$ cat src/rtl/tc_gate_pkg.sv
// Shared types and truth-table constants for gate-level self-checking blocks.
package tc_gate_pkg;

    typedef enum logic [1:0] {
        IDLE  = 2'd0,
        WAIT  = 2'd1,
        CHECK = 2'd2,
        DONE  = 2'd3
    } state_t;

    localparam int SETTLE_W = 8;

    localparam logic [3:0] TT_SECOND_TICK = 4'b0010;
    localparam logic [3:0] TT_AND         = 4'b1000;
    localparam logic [3:0] TT_OR          = 4'b1110;
    localparam logic [3:0] TT_XOR         = 4'b0110;

endpackage

$ cat src/rtl/settle_timer.sv
// Loadable 8-bit down-counter with zero flag; load wins over decrement.
// Decrements only while dec is high and the count is non-zero, then holds at 0.
module settle_timer
    import tc_gate_pkg::*;
(
    input  logic                clk,
    input  logic                rst,
    input  logic                load,
    input  logic [SETTLE_W-1:0] load_val,
    input  logic                dec,
    output logic                zero
);

    logic [SETTLE_W-1:0] count;

    always_ff @(posedge clk) begin
        if (rst) begin
            count <= '0;
        end else if (load) begin
            count <= load_val;
        end else if (dec && count != '0) begin
            count <= count - 1'b1;
        end
    end

    assign zero = (count == '0);

endmodule

$ cat config.mk
export PLATFORM = sky130hd
export DESIGN_NAME = settle_timer
export DESIGN_NICKNAME = d
export VERILOG_FILES = /design/src/rtl/tc_gate_pkg.sv /design/src/rtl/settle_timer.sv
export SDC_FILE = /design/constraint.sdc
export NUM_CORES = 1
export LEC_CHECK = 0
export BUFFER_PORTS_ARGS = -buffer_cell sky130_fd_sc_hd__buf_2
export CORE_AREA = 2 2 39 41
export DETAILED_ROUTE_END_ITERATION = 10
export DIE_AREA = 0 0 41 43
export GPL_TIMING_DRIVEN = 0
export PLACE_DENSITY = 0.59
export SYNTH_ARGS = -nofsm -noshare
export SYNTH_HDL_FRONTEND = slang
export SYNTH_SLANG_ARGS = --single-unit
$ cat constraint.sdc
create_clock -name clk -period 3.7 [get_ports clk]
set_clock_uncertainty 0.15 [all_clocks]
set_input_delay 0.37 -clock clk [delete_from_list [all_inputs] [get_ports clk]]
set_output_delay 0.37 -clock clk [all_outputs]
set_load 0.02 [all_outputs]
# ---- After elaboration in Yosys (flattened, before gate mapping)
# Cells that the tools add are included.
dict set report word_totals {
  ff_bits 8
  out_inout_bits 1
  elab_cells 8
}
dict set report classes {
  n_addsub 1
  mux 2
  reduce_logical 4
}
# op n
set op_table {}
lappend op_table {{$mux W8} 2}
lappend op_table {{$logic_not A8 Y1} 1}
lappend op_table {{$reduce_bool A8 Y1} 1}
lappend op_table {{$sub A8 B1 Y8 const B} 1}
lappend op_table {{$reduce_bool A2 Y1} 1}
lappend op_table {{$logic_and A1 B1 Y1} 1}

# ---- Logic depth before layout (Yosys ltp)
dict set report logic_depth {
  word_depth 4
  mapped_depth 6
  depth_no_buf 6
}

# ---- Worst setup path after synthesis
# No wires, ideal clock.
dict set report synth_timing {
  kind {reg-to-output}
  startpoint {register count[2]}
  endpoint {output zero}
  arrival_time_ns 1.546
  t_required_ns 3.180
  path_slack_ns 1.634
  stages_incl_launch_ff 3
  path_cell_list {dfxtp_1 > or4_4 > nor4_1}
}
dict set report synth_via {
  elab_chain_len 1
}
# item line_no
set synth_lines {}
lappend synth_lines {{from (decl)} settle_timer.sv:14} ;# logic [SETTLE_W-1:0] count;
lappend synth_lines {{from (signal assigned)} settle_timer.sv:20} ;# count <= load_val;
lappend synth_lines {{from (signal assigned)} settle_timer.sv:22} ;# count <= count - 1'b1;
lappend synth_lines {{$logic_not A8 Y1} settle_timer.sv:26} ;# assign zero = (count == '0);
lappend synth_lines {{to (decl)} settle_timer.sv:11} ;# output logic zero
# Every way passes these cells.

# ---- Final worst setup path
# Same ends and word-level chain as after synthesis.

==> results.yml <==
job:
  cap_violations: 0
timing:
  maxSlewViolCount: 0
  hold_viol: 0
  slew_headroom_pct: 68.6
  period_share_pct: 56.7
  fmax_mhz: 477
  fin_setup_tns_ns: 0
  fin_crit_ns: 2.10
  setup_viol: 0
  rsz0062_at_grt: "false"
  worst_pin_slew_ns: 0.470
  holdWs_ns: 0.225
detailed_routing:
  wirelength_mm: 1.01
  initialDrtViolationCount: 7
  drtAntennaViolNets: 0
  drc: 0
  detail_route.wl_per_cell_um: 11.3
  via_count: 466
  avgViaCountPerCell: 5.24
  drt_first_pass_iters: 4
clock_tree:
  clock_sinks: 8
  ctsResizeCount: 0
  cts_root_buffer: "clkbuf_4"
  cts_tree: "yes"
  cts.reportedPaths.clkPinSlew_ns: 0.06
  postCtsHoldBufs: 0
  cts_buffer_depth: 2
  cts_max_level: 1
  clock_latency_ns: 0.26
  cts_buffers: 3
  post_cts_buffers: 0
logic_synthesis:
  yosysWarnings: 0
  syn-instance-count: 59
  synthAdderAreaFrac_pct: 4.85
  synth_seq_area_share_pct: 31.1
  synth-compound-area-share_pct: 24.8
  synth_top_cell_by_area: "dfxtp_1"
  ys_ff_latch: 8
  synthSimpleGateAreaFrac_pct: 27.2
  synth-xor-area-share_pct: 5.10
  synth.top_cell.area_share_pct: 31.1
  synth_area_leaders: "dfxtp_1 (31%), o41ai_4 (5.3%), xnor2_1 (5.1%), a21oi_1 (4.9%), ha_1 (4.9%)"
  postSynthAreaPerCell_um2: 8.74
  muxShareOfSynthArea_pct: 1.94
  synth_cell_types: 28
  synth_area_um2: 515
  syn_nets: 73
  synth_top_family_by_area: "simple AND/OR/NAND/NOR gates"
layout:
  max_flop_register: "count"
  synthToLayoutAreaGrowth_pct: 18.9
  largest_reg_flops: 8
  drive_gt1_share_pct: 30.1
  final_util_pct: 44.3
  nets: 89
  instances_no_fill: 89
  n_antenna_cell: 0
  largestRegisters: "count (8)"
grt:
  grt_overflow: 0
  grt_usage_pct: 15.8
  antenna_found_initial: 0
  grt_pass1_wl_mm: 1.81
  grt_max_degree: 11
  grt_pass1_vias: 419
pwr:
  power.density_nw_per_um2: 383
  p_leak_nw: 0.236
  irDropWorstVdd_v: 0.000157
  finalPower_uw: 235
placed_design:
  gp_congestion: 0.744
  io_buffers: 11
  dp_cells: 86
  dpl.hpwl_um: 739
floorplanning:
  fp.dieH_um: 43
  fp-row-count: 14
  core_um2: 1380
  initial_core_util_pct: 37.3
  dieArea_um2: 1760
  die_x_um: 41
  ioPinCount: 13
critical_path:
  end_kind: "output port"
  start_kind: "flop"
  critPathMaxFanout: 6
  worstPathArrival_ns: 1.58
  crit_type: "reg2out"
  worst_ep_required_time_ns: 3.18
min_path:
  hp-class: "in2reg"
status:
  status: "finished clean"
Yosys cell counts:
| master | n |
|---|---|
| clkinv_1 | 1 |
| o211ai_1 | 1 |
| mux2i_1 | 1 |
| xnor2_1 | 3 |
| a21oi_1 | 5 |
| nor2_1 | 6 |
| clkbuf_1 | 1 |
| buf_1 | 1 |
| or4_2 | 2 |
| a311oi_1 | 2 |
| a211oi_1 | 1 |
| nand4b_1 | 1 |
| nand2_1 | 2 |
| nor4_1 | 1 |
| or3b_2 | 1 |
| o21ai_0 | 3 |
| or4_4 | 1 |
| or3_2 | 2 |
| ha_1 | 2 |
| o21a_1 | 1 |
| dfxtp_1 | 8 |
| o31ai_1 | 1 |
| inv_1 | 4 |
| o41ai_4 | 1 |
| nor3_1 | 1 |
| nor3b_1 | 3 |
| or4_1 | 2 |
| a211oi_2 | 1 |
area by class of cell:
| cell class | count | area (µm²) |
|---|---|---|
| flip-flops and latches | 8 | 160 |
| inverters | 5 | 18.8 |
| plain buffers | 2 | 7.51 |
| fillers | 141 | 771 |
| well taps | 16 | 20.0 |
| clock buffers | 3 | 22.5 |
| repair buffers | 11 | 55.1 |
| multi-input cells | 44 | 329 |
cells in the final DEF, fill, tap and decap left out:
cell type   n
a211oi_1    1
a211oi_2    1
a21oi_1     5
a311oi_1    2
buf_1       1
buf_2      11
clkbuf_1    1
clkbuf_4    3
clkinv_1    1
dfxtp_1     8
ha_1        2
inv_1       4
mux2i_1     1
nand2_1     2
nand4b_1    1
nor2_1      6
nor3_1      1
nor3b_1     3
nor4_1      1
o211ai_1    1
o21a_1      1
o21ai_0     3
o31ai_1     1
o41ai_4     1
or3_2       2
or3b_2      1
or4_1       2
or4_2       2
or4_4       1
xnor2_1     3
layer usage:
layer,vias up,track usage (%),routed length [µm]
met1,201,22.5,547
met4,0,6.00,0
li1,253,-,-
met2,12,18.8,387
met3,0,9.42,72
met5,-,0,0
power by group:
| part | internal [mW] | total (mW) | switching [mW] |
|---|---|---|---|
| clock | 0.0374 | 0.0705 | 0.0331 |
| combinational | 0.0306 | 0.0622 | 0.0316 |
| sequential | 0.0940 | 0.102 | 0.00846 |
logic make-up after synthesis:
kind of cell,count (synthesis)
flip-flops,8
XOR/XNOR,3
adder cells (fa/ha/maj),2
AO/OA/AOI/OAI,16
AND/OR/NAND/NOR,22
multiplexers,1
buffers and inverters,7
metrics by stage:
step                      setup WS [ns]  cell area, µm²
after floorplan                    1.63             515
after global placement             1.72             591
after detailed placement           1.71             591
after CTS                          1.59             613
after global routing               1.50             613
final                              1.60             613
final timing paths:
check / endpoint / depth (start not counted) / start / slack [ns]
worst max-delay path: zero / 3 / count[2] / 1.60
worst min-delay path: count[7] / 3 / load_val[7] / 0.22
worst max register to register: count[5] / 4 / count[2] / 1.69
worst min register to register: count[5] / 2 / count[5] / 0.37
critical path, cell delays in order (launching register included):
cell and delay [ns]:
dfxtp_1 0.35, or4_4 0.59, nor4_1 0.17, buf_2 0.20
Power figures use the tool's default switching activity.
